`src/rtl/alu_result_stage.sv`:
```
// ---------------------------------------------------------------------------
// alu_result_stage
//
// Execute/writeback boundary directly behind the ALU. ALU results are queued
// in a small in-order buffer with valid/ready handshakes on both sides. The
// stage also owns the flag register FR. Conditional branches are evaluated
// against FR when they enter the buffer. The pass/fail outcome travels with
// the entry to writeback.
//
// Ports
//   clk, rst_n        clock (rising edge), asynchronous active-low reset
//   flush             synchronous drop of all buffered entries (FR kept)
//   in_valid/in_ready upstream handshake; in_ready = buffer not full
//   in_y, in_flags    ALU result and its flags
//   in_rd, in_we      destination register and write enable
//   in_fr_we          load in_flags into FR when the entry is accepted
//   in_is_br, in_cond conditional branch marker and condition code
//   out_valid/out_ready  writeback handshake on the head entry
//   out_y, out_rd, out_we, out_br  head entry fields (zero when empty)
//   fr                current flag register (bit0 Z, bit1 N, bit2 C, bit3 V)
// ---------------------------------------------------------------------------
module alu_result_stage #(
    parameter int DATA_W     = 16,
    parameter int FR_FLAG_W  = 4,
    parameter int REG_ADDR_W = 3,
    parameter int DEPTH      = 2
) (
    input  logic                  clk,
    input  logic                  rst_n,
    input  logic                  flush,
    input  logic                  in_valid,
    output logic                  in_ready,
    input  logic [DATA_W-1:0]     in_y,
    input  logic [FR_FLAG_W-1:0]  in_flags,
    input  logic [REG_ADDR_W-1:0] in_rd,
    input  logic                  in_we,
    input  logic                  in_fr_we,
    input  logic                  in_is_br,
    input  logic [3:0]            in_cond,
    output logic                  out_valid,
    input  logic                  out_ready,
    output logic [DATA_W-1:0]     out_y,
    output logic [REG_ADDR_W-1:0] out_rd,
    output logic                  out_we,
    output logic                  out_br,
    output logic [FR_FLAG_W-1:0]  fr
);

    localparam int PTR_W = $clog2(DEPTH);
    localparam int CNT_W = PTR_W + 1;

    logic [CNT_W-1:0]      count;
    logic [PTR_W-1:0]      rd_ptr;
    logic [PTR_W-1:0]      wr_ptr;
    logic [FR_FLAG_W-1:0]  fr_q;

    logic [DATA_W-1:0]     y_mem  [DEPTH];
    logic [REG_ADDR_W-1:0] rd_mem [DEPTH];
    logic                  we_mem [DEPTH];
    logic                  br_mem [DEPTH];

    logic push;
    logic pop;
    logic push_eff;
    logic br_taken;

    // Condition test against the flag register value before this edge.
    function automatic logic cond_holds(input logic [3:0] cond, input logic [FR_FLAG_W-1:0] f);
        logic z, n, c, v;
        z = f[0];
        n = f[1];
        c = f[2];
        v = f[3];
        case (cond)
            4'h0:    cond_holds = z;
            4'h1:    cond_holds = !z;
            4'h2:    cond_holds = c;
            4'h3:    cond_holds = !c;
            4'h4:    cond_holds = n;
            4'h5:    cond_holds = !n;
            4'h6:    cond_holds = v;
            4'h7:    cond_holds = !v;
            4'h8:    cond_holds = c && !z;
            4'h9:    cond_holds = !c || z;
            4'hA:    cond_holds = (n == v);
            4'hB:    cond_holds = (n != v);
            4'hC:    cond_holds = !z && (n == v);
            4'hD:    cond_holds = z || (n != v);
            4'hE:    cond_holds = 1'b1;
            default: cond_holds = 1'b0;
        endcase
    endfunction

    // in_ready depends only on registered occupancy, never on out_ready.
    assign in_ready  = (count != CNT_W'(DEPTH));
    assign out_valid = (count != '0);
    assign push      = in_valid && in_ready;
    assign pop       = out_valid && out_ready;
    assign push_eff  = push && !flush;
    assign br_taken  = in_is_br && cond_holds(in_cond, fr_q);

    always_ff @(posedge clk or negedge rst_n) begin
        if (!rst_n) begin
            count  <= '0;
            rd_ptr <= '0;
            wr_ptr <= '0;
            fr_q   <= '0;
        end else if (flush) begin
            // A push coinciding with flush is discarded along with its FR load.
            count  <= '0;
            rd_ptr <= '0;
            wr_ptr <= '0;
        end else begin
            if (push) begin
                wr_ptr <= wr_ptr + PTR_W'(1);
            end
            if (pop) begin
                rd_ptr <= rd_ptr + PTR_W'(1);
            end
            if (push && !pop) begin
                count <= count + CNT_W'(1);
            end else if (pop && !push) begin
                count <= count - CNT_W'(1);
            end
            if (push && in_fr_we) begin
                fr_q <= in_flags;
            end
        end
    end

    // Payload storage needs no reset: outputs are masked while the buffer is empty.
    always_ff @(posedge clk) begin
        if (push_eff) begin
            y_mem[wr_ptr]  <= in_y;
            rd_mem[wr_ptr] <= in_rd;
            we_mem[wr_ptr] <= in_we;
            br_mem[wr_ptr] <= br_taken;
        end
    end

    always_comb begin
        out_y  = '0;
        out_rd = '0;
        out_we = 1'b0;
        out_br = 1'b0;
        if (out_valid) begin
            out_y  = y_mem[rd_ptr];
            out_rd = rd_mem[rd_ptr];
            out_we = we_mem[rd_ptr];
            out_br = br_mem[rd_ptr];
        end
    end

    assign fr = fr_q;

endmodule

```
`config.mk`:
```
export PLATFORM = sky130hd
export DESIGN_NAME = alu_result_stage
export DESIGN_NICKNAME = d
export VERILOG_FILES = /design/src/rtl/alu_result_stage.sv
export SDC_FILE = /design/constraint.sdc
export NUM_CORES = 1
export LEC_CHECK = 0
export ABC_AREA = 1
export CORE_UTILIZATION = 39
export DETAILED_ROUTE_END_ITERATION = 12
export HOLD_SLACK_MARGIN = 0.06
export PLACE_DENSITY = 0.72
export SKIP_CTS_REPAIR_TIMING = 1
export SYNTH_ARGS = -nofsm -noshare
export SYNTH_HDL_FRONTEND = slang
export SYNTH_SLANG_ARGS = --single-unit
```
`constraint.sdc`:
```
create_clock -name clk -period 2.71 [get_ports clk]
set_input_delay 0.542 -clock clk [delete_from_list [all_inputs] [get_ports clk]]
set_output_delay 0.542 -clock clk [all_outputs]
set_load 0.05 [all_outputs]
```
==> metrics.csv, run 1 <==
stage,metric,value,unit
outcome,status,"finished, final reports clean",
placed_design,dp_hpwl,3250,um
power_and_ir_drop,ir_worst_vdd,587,uV
flow_run,cap_violations,0,
yosys,synth_nets,241,
routing,postRouteAntennaNets,0,
yosys,seq_area_frac_synth,67.8,%
yosys,postSynthCellCount,206,
timing,slew-limit-headroom,66.8,%
routing,drtIter0Drc,64,
critical_path,path_max_fanout,5,
timing,clock.fmax,0.449,GHz
cts,numCtsBuffers,5,
cts,cts_max_level,2,
yosys,synth_seq_cells,50,
global_routing,grt_usage,16.6,%
critical_path,worstPathArrival,1680,ps
timing,setup-tns-final,0,ps
routing,drc,0,
floorplan,fp.coreArea,5200,sq um
floorplan,fp.dieW,76.3,um
yosys,synth.avg_cell_area,10.5,sq um
critical_path,end_kind,output port,
yosys,yosys_warnings,0,
timing,skew,8.65,ps
yosys,netlist_area,2150,sq um
critical_path,worst_r2r_path_depth,7,
global_routing,grt_pass1_vias,1659,
timing,rsz0062_at_grt,false,
final_layout,multi_input_area,614,sq um
yosys,synthDistinctLibCells,23,
floorplan,fp.dieH,76.3,um
floorplan,ios,62,
timing,tightest_slew,496,ps
global_routing,grt_pass1_wl,7460,um
critical_path,critPathRequiredTime,2170,ps
critical_path,path_class,register to output port,
final_layout,nets,308,
timing,final-setup-viol-count,0,
final_layout,area.sequential,1460,sq um
routing,vias_per_cell,4.84,
final_layout,drive_gt1_share,17.2,%
cts,cts_tree,done,
final_layout,fill_cells,427,
routing,totalWireLength,4530,um
cts,cts-root-buf,clkbuf_8,
timing,finalCritPeriodShare,82.1,%
placed_design,place_inst,336,
floorplan,placementRows,26,
power_and_ir_drop,power_density,1040,nW/um^2
hold_path,hold_path_class,input pin to asynchronous set/reset pin,
cts,clk_pin_slew,90,ps
routing,wl_per_cell,13.2,um
final_layout,area_delta_synth_final,47.4,%
cts,cts.sinks,50,
routing,vias,1664,
routing,firstDrtPassIters,4,
global_routing,overflow,0,
global_routing,antenna_found_initial,0,
placed_design,place_congestion,0.809,
floorplan,start_util,41.4,%
placed_design,port_buffers,61,
timing,period_needed,2230,ps
global_routing,grt_max_degree,23,
final_layout,antennaDiodeCount,0,
cts,clockBufferDepth,2,
final_layout,final_cells,344,
power_and_ir_drop,leakagePower,0.00125,uW
cts,clock_latency,310,ps
timing,finalMaxSlewViolations,0,
floorplan,die_area,5830,sq um
timing,finalHoldViolCount,0,
critical_path,cp-start-kind,register,
==> layer usage <==
metal	global-route usage (%)	up-vias	part of all wire [%]
li1	-	823	-
met1	19.0	767	38
met2	29.2	64	54
met3	4.19	10	6.2
met4	7.50	0	2.1
met5	0	-	0
==> layout make-up <==
cell class                      instances  area share (%)
Timing Repair Buffer                   66            27.0
Inverter                               15            1.93
Clock buffer                            5            2.17
Tap cell                               70            2.76
Multi-Input combinational cell        135            19.3
Sequential cell                        50            46.0
Clock inverter                          3           0.827
==> report_power, final <==
group	switching [uW]	leakage [uW]	total [uW]	internal [uW]
combinational	1120	0.000716	1870	747
sequential	59.4	0.000482	995	935
clock	258	0.0000491	448	190
==> Yosys cell counts (all sizes together) <==
library cell	instances	area share, %
nand2	75	14
buf	1	0.17
nor2	14	2.6
a21oi	28	6.5
mux2	1	0.70
clkinv	2	0.58
dfrtp	8	9.3
clkbuf	5	0.87
nand3	10	2.9
nor3	1	0.23
edfxtp	42	59
xor2	1	0.41
nand3b	1	0.35
o21ai	3	0.70
o22ai	1	0.29
inv	13	2.3
==> registers in the layout (all words and copies together) (netlist names) <==
signal	flops
wr_ptr	1
rd_ptr	1
y_mem	32
br_mem	2
rd_mem	6
count	2
we_mem	2
fr	4
==> worst max-delay path: stages, from the launching register on <==
cell	delay, ps
dfrtp_1	450
inv_2	50
nand2_2	80
clkdlybuf4s50_1	800
==> through the flow <==
stage | area (sq um) | power [uW] | utilization (%) | worst slack [ps] | hold slack (ps)
5_1_grt | 3180 | 3470 | 61.0 | 366 | 541
4_1_cts | 3180 | 3340 | 61.0 | 467 | 515
2_1_floorplan | 2150 | 2010 | - | 494 | 246
3_5_place_dp | 3080 | 2900 | 59.2 | 680 | 540
6_report | 3180 | 3310 | 61.0 | 485 | 515
3_3_place_gp | 3080 | 2880 | 59.2 | 739 | 507
==> placed cells by master, fill, tap and decap left out, types with 2 or more instances in the layout <==
| master | synthesis | final |
|---|---|---|
| a21oi_1 | 28 | 28 |
| clkinv_4 | 1 | 2 |
| o21ai_1 | 2 | 2 |
| inv_6 | 0 | 2 |
| edfxtp_1 | 42 | 42 |
| buf_12 | 0 | 21 |
| nand2_1 | 72 | 72 |
| clkbuf_8 | 0 | 5 |
| inv_1 | 10 | 10 |
| nand2_2 | 2 | 2 |
| nor2_1 | 13 | 11 |
| nor2_2 | 1 | 3 |
| dfrtp_1 | 8 | 8 |
| clkdlybuf4s50_1 | 0 | 39 |
| buf_4 | 0 | 6 |
| nand3_1 | 9 | 9 |
| inv_2 | 3 | 3 |
==> kinds of logic after synthesis <==
family	Yosys count	synth area share [%]
AND/OR/NAND/NOR	101	19.7
flip-flops	50	67.8
AO/OA/AOI/OAI	32	7.49
buffers and inverters	21	3.89
XOR/XNOR	1	0.407
multiplexers	1	0.697
==> worst paths after layout <==
check	end	from	slack, ps
max	in_ready	count[0]	480
min	fr[3]	rst_n	510
max reg2reg	rd_mem[0][1]	count[0]	1220
min reg2reg	wr_ptr	wr_ptr	550
max in group asynchronous	rd_ptr	rst_n	1930
min in group clk	wr_ptr	wr_ptr	550
No activity file was read; power rests on OpenSTA's default activity.
==> inputs of run 2 (changes only) <==
Settings changed: PLACE_DENSITY 0.72 to 0.74.
Clock period 2.71 ns to 1.8 ns, I/O delays scaled along.
==> run 2 against run 1 <==
  * First-iteration DRC count increased by 9.4%
  * Clock power up 70%
  * Sequential share of layout area fell by 2.9 points
  * Critical path depth is 2 higher
  * Clock-buffer cell count unchanged
  * Combinational power is 67% higher
  * Global-route usage about the same
  * Largest cell class unchanged
==> metrics.csv, run 2 (synthesis results as in run 1) <==
stage,metric,value,unit
final_layout,fill_cells,418,
placed_design,place_congestion,0.877,
critical_path,cp-start-kind,register,
global_routing,grt_pass1_vias,1563,
critical_path,critPathRequiredTime,1440,ps
power_and_ir_drop,ir_worst_vdd,1030,uV
timing,rsz0062_at_grt,true,
final_layout,final_common_cell,nand2_1,
timing,finalCritPeriodShare,96.8,%
timing,tightest_slew,414,ps
timing,layout_setup_ws,56.9,ps
final_layout,drive_gt1_share,30.8,%
hold_path,hold_path_class,input pin to asynchronous set/reset pin,
floorplan,placementRows,26,
critical_path,crit_path_max_incr_delay,410,ps
critical_path,worstPathArrival,1380,ps
routing,firstDrtPassIters,4,
global_routing,grt_max_degree,23,
routing,vias,1707,
routing,totalWireLength,4630,um
cts,clockBufferDepth,2,
cts,clock_latency,300,ps
timing,slew-limit-headroom,72.3,%
floorplan,fp.dieH,76.3,um
floorplan,fp.dieW,76.3,um
timing,period_needed,1740,ps
timing,skew,10.8,ps
timing,finalMaxSlewViolations,0,
timing,final-setup-viol-count,0,
timing,finalHoldViolCount,0,
global_routing,overflow,0,
cts,cts.sinks,50,
routing,drc,0,
final_layout,final_cell_mix,"nand2_1 (65), edfxtp_1 (42), clkdlybuf4s50_1 (34)",
routing,postRouteAntennaNets,0,
placed_design,dp_hpwl,3280,um
cts,cts-root-buf,clkbuf_8,
floorplan,fp.coreArea,5200,sq um
flow_run,cap_violations,0,
power_and_ir_drop,power,5380,uW
placed_design,post-place-ws,62.9,ps
global_routing,grt_pass1_wl,7400,um
final_layout,area_delta_synth_final,57.4,%
placed_design,port_buffers,61,
critical_path,path_max_fanout,6,
critical_path,path_class,register to output port,
power_and_ir_drop,leakagePower,0.00131,uW
critical_path,cp_slowest_cell,dfrtp_1,
global_routing,antenna_found_initial,0,
final_layout,nets,314,
routing,wl_per_cell,13.3,um
final_layout,antennaDiodeCount,0,
power_and_ir_drop,power_density,1590,nW/um^2
cts,cts_tree,done,
final_layout,largest_reg_flops,32,
cts,numCtsBuffers,5,
floorplan,start_util,41.4,%
floorplan,die_area,5830,sq um
routing,drtIter0Drc,70,
critical_path,path_cells,"inv_2, buf_4, nand2_1, a21oi_2, buf_12",
timing,clock.fmax,0.574,GHz
final_layout,top_register,y_mem,
critical_path,end_kind,output port,
floorplan,ios,62,
cts,clk_pin_slew,90,ps
critical_path,rr_startpoint,count[0],
critical_path,crit_start,rd_ptr,
outcome,status,"finished, final reports clean",
cts,cts_max_level,2,
global_routing,grt_usage,16.7,%
routing,vias_per_cell,4.89,
-- run 2: changes by cell type in the layout (fill, tap and decap cells not counted), sizes merged --
cell           previous run  this run
clkdlybuf4s50            39        34
buf                      27        38
bufinv                    0         1
inv                      15        13
-- run 2: power by group --
group	internal, uW	total, uW	switching, uW	leakage [uW]
clock network	409	762	353	0.0000542
registers	1410	1500	94.4	0.000482
logic	1300	3120	1810	0.000769
-- run 2: worst paths after layout --
path                       depth (start not counted)        end  slack, ps
setup reg to reg                                   7  br_mem[0]        360
hold reg to reg                                    1   count[0]        570
min in group clk                                   1   count[0]        570
max in group asynchronous                          1      fr[2]       1150
hold / removal                                     1   count[1]        350
setup / recovery                                   5   out_y[5]         60
-- run 2: metrics by stage --
stage	instance area (sq um)	TNS [ps]	instances	hold WS [ps]	util [%]
after floorplan	2240	0	206	64.4	-
after global placement	3230	0	340	536	62.1
after detailed placement	3230	0	340	563	62.1
after CTS	3340	-31.8	347	348	64.2
after global routing	3390	-126	349	364	65.1
final	3390	0	349	350	65.1
-- run 2: area by class of cell --
type | count | area, sq um | share of cell area [%]
Sequential cell | 50 | 1460 | 43.1
Timing Repair Buffer | 72 | 950 | 28.0
Multi-Input combinational cell | 135 | 723 | 21.3
Tap cell | 70 | 87.6 | 2.58
Clock buffer | 5 | 68.8 | 2.03
Inverter | 15 | 61.3 | 1.81
Clock inverter | 2 | 38.8 | 1.14
-- run 2: metal layers --
layer / part of all wire (%) / vias up / wire length [um] / global-route usage (%)
met3: 6.3 / 4 / 293 / 4.79
met1: 42 / 808 / 1950 / 22.0
met4: 1.0 / 0 / 48 / 5.19
met5: 0 / - / 0 / 0
met2: 51 / 56 / 2340 / 26.7
li1: - / 839 / - / -
-- run 2: critical path: cells and delay by family (launching register included) --
kind                   cells  cell delay, ps
buffers and inverters      3             410
AND/OR/NAND/NOR            1              70
AO/OA/AOI/OAI              1             190
flip-flops                 1             410
